==> src/rtl/toggle_pulse_gen_if.sv <==
// Button-side signal bundle for toggle_pulse_gen: raw button and mode in,
// debounced level, T drive and press count out.
interface toggle_pulse_gen_if #(
    parameter int unsigned CNT_W = 8
);
    logic             btn_in;
    logic             mode;
    logic             t_out;
    logic             btn_level;
    logic [CNT_W-1:0] press_cnt;

    modport master (
        output btn_in,
        output mode,
        input  t_out,
        input  btn_level,
        input  press_cnt
    );

    modport slave (
        input  btn_in,
        input  mode,
        output t_out,
        output btn_level,
        output press_cnt
    );
endinterface

==> src/rtl/toggle_pulse_gen.sv <==
// Push-button front end for the t_ff stage: 2-flop synchronizer, debounce FSM,
// and a shaper producing one T pulse per press (mode=0) or the debounced level (mode=1).
module toggle_pulse_gen #(
    parameter int unsigned STABLE_CNT = 4,
    parameter int unsigned CNT_W      = 8
) (
    input  logic                clk,
    input  logic                rst,
    toggle_pulse_gen_if.slave   bus
);
    localparam int unsigned DB_W = 8;
    localparam logic [DB_W-1:0] DB_LAST = DB_W'(STABLE_CNT - 1);
    localparam logic [DB_W-1:0] DB_SAT  = DB_W'(STABLE_CNT);
    localparam bit SINGLE = (STABLE_CNT == 1);

    typedef enum logic [1:0] {
        IDLE         = 2'd0,
        PRESS_WAIT   = 2'd1,
        PRESSED      = 2'd2,
        RELEASE_WAIT = 2'd3
    } state_e;

    state_e           state_q;
    logic [DB_W-1:0]  cnt_q;
    logic             sync1_q;
    logic             sync2_q;
    logic             btn_level_q;
    logic             t_out_q;
    logic [CNT_W-1:0] press_cnt_q;

    logic             press_ev_c;
    logic             release_ev_c;
    logic             level_d;
    logic [DB_W-1:0]  cnt_inc_c;

    // Edge events shared by the FSM, the level register and the shaper.
    always_comb begin
        press_ev_c   = 1'b0;
        release_ev_c = 1'b0;
        case (state_q)
            IDLE:         press_ev_c   = sync2_q && SINGLE;
            PRESS_WAIT:   press_ev_c   = sync2_q && (cnt_q == DB_LAST);
            PRESSED:      release_ev_c = !sync2_q && SINGLE;
            RELEASE_WAIT: release_ev_c = !sync2_q && (cnt_q == DB_LAST);
            default: ;
        endcase
        level_d   = press_ev_c ? 1'b1 : (release_ev_c ? 1'b0 : btn_level_q);
        cnt_inc_c = (cnt_q < DB_SAT) ? cnt_q + DB_W'(1) : cnt_q;
    end

    always_ff @(posedge clk) begin
        if (rst) begin
            state_q     <= IDLE;
            cnt_q       <= '0;
            sync1_q     <= 1'b0;
            sync2_q     <= 1'b0;
            btn_level_q <= 1'b0;
            t_out_q     <= 1'b0;
            press_cnt_q <= '0;
        end else begin
            sync1_q     <= bus.btn_in;
            sync2_q     <= sync1_q;
            btn_level_q <= level_d;
            t_out_q     <= bus.mode ? level_d : press_ev_c;
            if (press_ev_c) begin
                press_cnt_q <= press_cnt_q + CNT_W'(1);
            end

            case (state_q)
                IDLE: begin
                    if (sync2_q) begin
                        if (SINGLE) begin
                            state_q <= PRESSED;
                            cnt_q   <= '0;
                        end else begin
                            state_q <= PRESS_WAIT;
                            cnt_q   <= DB_W'(1);
                        end
                    end
                end
                PRESS_WAIT: begin
                    if (!sync2_q) begin
                        state_q <= IDLE;
                        cnt_q   <= '0;
                    end else if (press_ev_c) begin
                        state_q <= PRESSED;
                        cnt_q   <= '0;
                    end else begin
                        cnt_q   <= cnt_inc_c;
                    end
                end
                PRESSED: begin
                    if (!sync2_q) begin
                        if (SINGLE) begin
                            state_q <= IDLE;
                            cnt_q   <= '0;
                        end else begin
                            state_q <= RELEASE_WAIT;
                            cnt_q   <= DB_W'(1);
                        end
                    end
                end
                RELEASE_WAIT: begin
                    if (sync2_q) begin
                        state_q <= PRESSED;
                        cnt_q   <= '0;
                    end else if (release_ev_c) begin
                        state_q <= IDLE;
                        cnt_q   <= '0;
                    end else begin
                        cnt_q   <= cnt_inc_c;
                    end
                end
                default: begin
                    state_q <= IDLE;
                    cnt_q   <= '0;
                end
            endcase
        end
    end

    assign bus.t_out     = t_out_q;
    assign bus.btn_level = btn_level_q;
    assign bus.press_cnt = press_cnt_q;
endmodule
==> src/flat_wrapper.sv <==
// flat-port wrapper written by rule: the top's interface ports become plain ports
module toggle_pulse_gen_flat 
#(
    parameter int unsigned STABLE_CNT = 4,
    parameter int unsigned CNT_W      = 8
)
  (clk, rst, bus_btn_in, bus_mode, bus_t_out, bus_btn_level, bus_press_cnt);
  toggle_pulse_gen_if #(.CNT_W(CNT_W)) bus_i ();
  input  logic clk;
  input  logic rst;
  input wire logic [$bits(bus_i.btn_in)-1:0] bus_btn_in;
  input wire logic [$bits(bus_i.mode)-1:0] bus_mode;
  output wire logic [$bits(bus_i.t_out)-1:0] bus_t_out;
  output wire logic [$bits(bus_i.btn_level)-1:0] bus_btn_level;
  output wire logic [$bits(bus_i.press_cnt)-1:0] bus_press_cnt;
  assign bus_i.btn_in = bus_btn_in;
  assign bus_i.mode = bus_mode;
  assign bus_t_out = bus_i.t_out;
  assign bus_btn_level = bus_i.btn_level;
  assign bus_press_cnt = bus_i.press_cnt;
  toggle_pulse_gen #(.STABLE_CNT(STABLE_CNT), .CNT_W(CNT_W)) u_core (.clk(clk), .rst(rst), .bus(bus_i));
endmodule
==> config.mk <==
export PLATFORM = sky130hd
export DESIGN_NAME = toggle_pulse_gen_flat
export DESIGN_NICKNAME = d
export VERILOG_FILES = /design/src/rtl/toggle_pulse_gen_if.sv /design/src/rtl/toggle_pulse_gen.sv /design/src/flat_wrapper.sv
export SDC_FILE = /design/constraint.sdc
export NUM_CORES = 1
export LEC_CHECK = 0
export CORE_UTILIZATION = 25
export DETAILED_ROUTE_END_ITERATION = 8
export PLACE_DENSITY = 0.49
export SLEW_MARGIN = 25
export SYNTH_ARGS = -nofsm -noshare
export SYNTH_HDL_FRONTEND = slang
export SYNTH_SLANG_ARGS = --single-unit
==> constraint.sdc <==
create_clock -name clk -period 2.4 [get_ports clk]
set_input_delay 0.48 -clock clk [delete_from_list [all_inputs] [get_ports clk]]
set_output_delay 0.48 -clock clk [all_outputs]
set_load 0.05 [all_outputs]
Word-level counts from Yosys, hierarchy flattened
Cells that the tools add are included.
{ "op_classes": {"add_sub_neg": 2, "eq_ne": 8, "n_mux": 20, "reduce_logical": 6, "magnitude_cmp": 1} }
{ "ops": {"columns": ["operator", "count"], "rows": [
  ["8-bit 2-to-1 mux", 7],
  ["8-bit case mux with 4 select lines", 1],
  ["8-bit by 1-bit adder with 8-bit output, second input constant", 2],
  ["2-bit 2-to-1 mux", 6],
  ["8-bit by 2-bit == test with 1-bit output, second input constant", 1],
  ["8-bit by 3-bit less-than comparator with 1-bit output, second input constant", 1],
  ["2-bit case mux with 4 select lines", 1],
  ["1-bit 2-to-1 mux", 5],
  ["2-bit == test, second input constant", 2],
  ["4-bit AND reduction", 1],
  ["3-bit by 1-bit != test with 1-bit output, second input constant", 1],
  ["3-bit != test, second input constant", 1],
  ["2-bit by 1-bit == test with 1-bit output, second input constant", 1],
  ["1-bit logical AND", 2],
  ["2-bit logical NOT", 1],
  ["2-bit by 1-bit != test with 1-bit output, second input constant", 1],
  ["2-bit != test, second input constant", 1],
  ["2-bit AND reduction", 1],
  ["1-bit logical NOT", 1]
]} }
{ "word_totals": {"out_inout_bits": 10, "reg_bits": 22, "wordCells": 44, "input_bits": 4} }

Logic depth before layout (Yosys ltp)
{ "depth": {"ltp_word": 6, "mapped_depth": 6, "ltp_nobuf": 5} }

Worst setup path before layout
No wires, ideal clock.
{ "synth_path": {"kind": "flip-flop to flip-flop", "start": "reg u_core.press_cnt_q[0], in the netlist u_core.bus.press_cnt[0]", "end": "reg u_core.press_cnt_q[6], in the netlist u_core.bus.press_cnt[6]", "path_buffers": 0, "setup_slack_ns": 0.697, "period_less_slack_ns": 1.703, "t_required_ns": 2.330, "t_arrival_ns": 1.633, "setup_ns": 0.070, "path_stages_with_launch": 5, "cell_sequence": "dfxtp_1 > ha_1 > nand3_2 > or4_1 > a21oi_1"} }
{ "synth_between": {"elab_chain_cells": 1} }
{ "synth_rtl": {"columns": ["element", "line", "text"], "rows": [
  ["from (decl)", "toggle_pulse_gen.sv:29", "logic [CNT_W-1:0] press_cnt_q;"],
  ["from (signal assigned)", "toggle_pulse_gen.sv:66", "press_cnt_q <= press_cnt_q + CNT_W'(1);"],
  ["8-bit by 1-bit adder with 8-bit output", "toggle_pulse_gen.sv:66", null]
]} }
Every way passes these cells.
A chain may end at the register's enable or synchronous reset.

Final worst setup path
{ "layout_path": {"start": "reg u_core.press_cnt_q[3], in the netlist u_core.bus.press_cnt[3]", "end": "out bus_press_cnt[3]"} }
{ "layout_rtl": {"columns": ["element", "line", "text"], "rows": [
  ["to (decl)", "flat_wrapper.sv:15", "output wire logic [$bits(bus_i.press_cnt)-1:0] bus_press_cnt;"]
]} }
No word-level cell between the ends.

==> flow_summary.toml <==
[sta]
worst_slew_pin_slew_ns = 0.572
slew_headroom_pct = 61.5
finalCriticalPeriod_ns = 2.05
fmax_ghz = 0.488
fin_crit_sh_pct = 85.3
drv_slew = 0
setup_tns_ns = 0
hold_viol_final = 0
skew_ns = 0.00190
rsz0062_at_grt = "false"
setup-violations-final = 0

[die]
rows = 22
die-area_mm2 = 0.00406
start_util_pct = 26.0
core_mm2 = 0.00366
die_w_um = 63.7
io_pins = 14
die_h_um = 63.7

[routing]
route.detailed.drc = 0
vias = 774
ant_nets = 0
first_pass_iters = 4
first_iter_violations = 29
drt-total-wl_um = 1800
wl_per_cell_um = 10.9
via_per_inst = 4.72

[logic_synthesis]
yosysTopAreaCell = "dfxtp_1"
ys_types = 33
synth_cells = 102
synth_top_area_share_pct = 46.3
yosysWarnings = 0
syn_nets = 108
syn_area_um2 = 952
synth_edf_count = 0
synth_most_common_cell = "dfxtp_1"
ys_seq_elements = 22
avgSynthCellArea_um2 = 9.33
async_flop_share_pct = 0
ys_top_cells_by_area = "dfxtp_1 (46%), a21oi_1 (4.7%), xor2_1 (3.7%)"
synth_flop_cell = "dfxtp_1"
synth_commonest_cells = "dfxtp_1 (22), a21oi_1 (9), nand2_1 (9), and2_1 (5), nor2b_1 (5)"
seq_area_frac_synth_pct = 46.3

[finish]
insertedDiodeCount = 0
num-fill-cells = 371
drive_gt1_share_pct = 7.76
utilization_pct = 32.5
synthToLayoutAreaGrowth_pct = 24.8
fin_nets = 123

[clock_tree]
cts.htree.levels = 1
cts_resized = 0
cts_buffers = 3
insertion_delay_ns = 0.26
cts_hold_buf = 0
cts.sinks = 22
cts_tree = "yes"
cts_buffer_depth = 2
clk_pin_slew_ns = 0.08
cts_root_buf = "clkbuf_8"
post-cts-setup-buffer-count = 0

[global_routing]
overflow = 0
grt_pass1_wl_um = 3260
grt_usage_pct = 10.1
grt_max_degree = 13
antenna_found_initial = 0
grt_pass1_vias = 741

[flow_run]
drv_cap = 0

[placement]
portBuffers = 13
place_hpwl_um = 1400
place_congestion = 0.744

[critical_path]
critPathRequiredTime_ns = 1.92
crit_family = "buffers and inverters"
cp-start-kind = "flip-flop"
crit_path_max_incr_delay_ns = 0.85
worst-path-buf-inv = 1
crit_fanout = 7
end_kind = "primary output"
cp.arrival_ns = 1.57
critPathKind = "flip-flop to primary output"
crit_chain = "clkdlybuf4s50_1"
crit_path_top_delay_cell = "clkdlybuf4s50_1"

[pwr]
leakage_uw = 0.000433
ir_worst_vdd_uv = 257
power_density_mw_per_mm2 = 569

[run_status]
status = "finished, final reports clean"

[worst_hold_path]
hold_class = "flip-flop to flip-flop"
## worst paths after layout
| kind | startpoint | slack [ns] | depth (start not counted) | end |
|---|---|---|---|---|
| max reg2reg | u_core.cnt_q[0] | 0.49 | 5 | u_core.bus.press_cnt[4] |
| max | u_core.bus.press_cnt[3] | 0.35 | 1 | bus_press_cnt[3] |
| min | u_core.sync1_q | 0.45 | 1 | u_core.sync2_q |
| min reg2reg | u_core.sync1_q | 0.45 | 1 | u_core.sync2_q |
## metrics by stage
step	cell area, um^2	worst slack [ns]	hold WS [ns]	instances	total power (uW)
after CTS	1190	0.336	0.451	164	686
final	1190	0.352	0.446	164	677
after global placement	1130	0.472	0.433	160	424
after floorplan	952	0.697	0.414	102	410
after global routing	1190	0.260	0.477	164	709
after detailed placement	1130	0.429	0.429	160	424
## state kept, by name, summed over array words and instances (netlist names), named ones only
signal / flops
u_core.cnt_q: 8
u_core.bus.press_cnt: 8
u_core.state_q: 1
u_core.sync2_q: 1
u_core.bus.btn_level: 1
u_core.bus.t_out: 1
u_core.sync1_q: 1
## per-layer routing
metal | GRT usage (%) | up-vias | wire length, um
met5 | 0 | - | 0
met4 | 2.56 | 0 | 8
met3 | 4.17 | 2 | 85
met2 | 17.3 | 21 | 858
met1 | 11.5 | 355 | 841
li1 | - | 396 | -
## cell usage in the layout, fill, tap and decap left out
cell              n
and4_1            1
o31ai_1           2
a21oi_1           9
o31a_1            1
xor2_1            4
o32ai_1           1
and3b_1           1
dfxtp_1          22
clkdlybuf4s50_1  13
and2_2            2
a31oi_1           1
ha_1              2
nand2_1           9
o21ai_0           4
mux2i_1           2
o211ai_1          1
inv_1             2
or4_1             2
o21bai_1          1
nor2b_1           5
clkbuf_8          4
nor3b_1           1
a21boi_0          1
nand3_2           1
nand4_1           4
nand2b_1          1
and2_1            5
nor4bb_1          1
or4b_1            1
nor4_4            1
buf_4             1
nor2_1            4
or3_1             2
nand3_1           4
## kinds of logic after synthesis
family,share of synthesized area [%]
AND/OR/NAND/NOR,29.6
flip-flops,46.3
AO/OA/AOI/OAI,13.3
buffers and inverters,2.50
XOR/XNOR,3.68
multiplexers,2.10
adder cells (fa/ha/maj),2.63
## layout make-up
cell class / instances / area [um^2] / share of cell area [%]
Timing Repair Buffer: 14 / 138 / 11.6
Sequential cell: 22 / 440 / 37.1
Multi-Input combinational cell: 74 / 488 / 41.1
Clock buffer: 4 / 55.1 / 4.63
Tap cell: 48 / 60.1 / 5.05
Inverter: 2 / 7.51 / 0.632
## power by group
group | internal, uW | leakage, uW | total (uW) | switching [uW]
Combinational | 17.6 | 0.000226 | 40.3 | 22.6
Sequential | 371 | 0.000178 | 375 | 4.53
Clock | 146 | 0.0000288 | 262 | 115
Note: power is estimated with default switching activity, not from simulation.
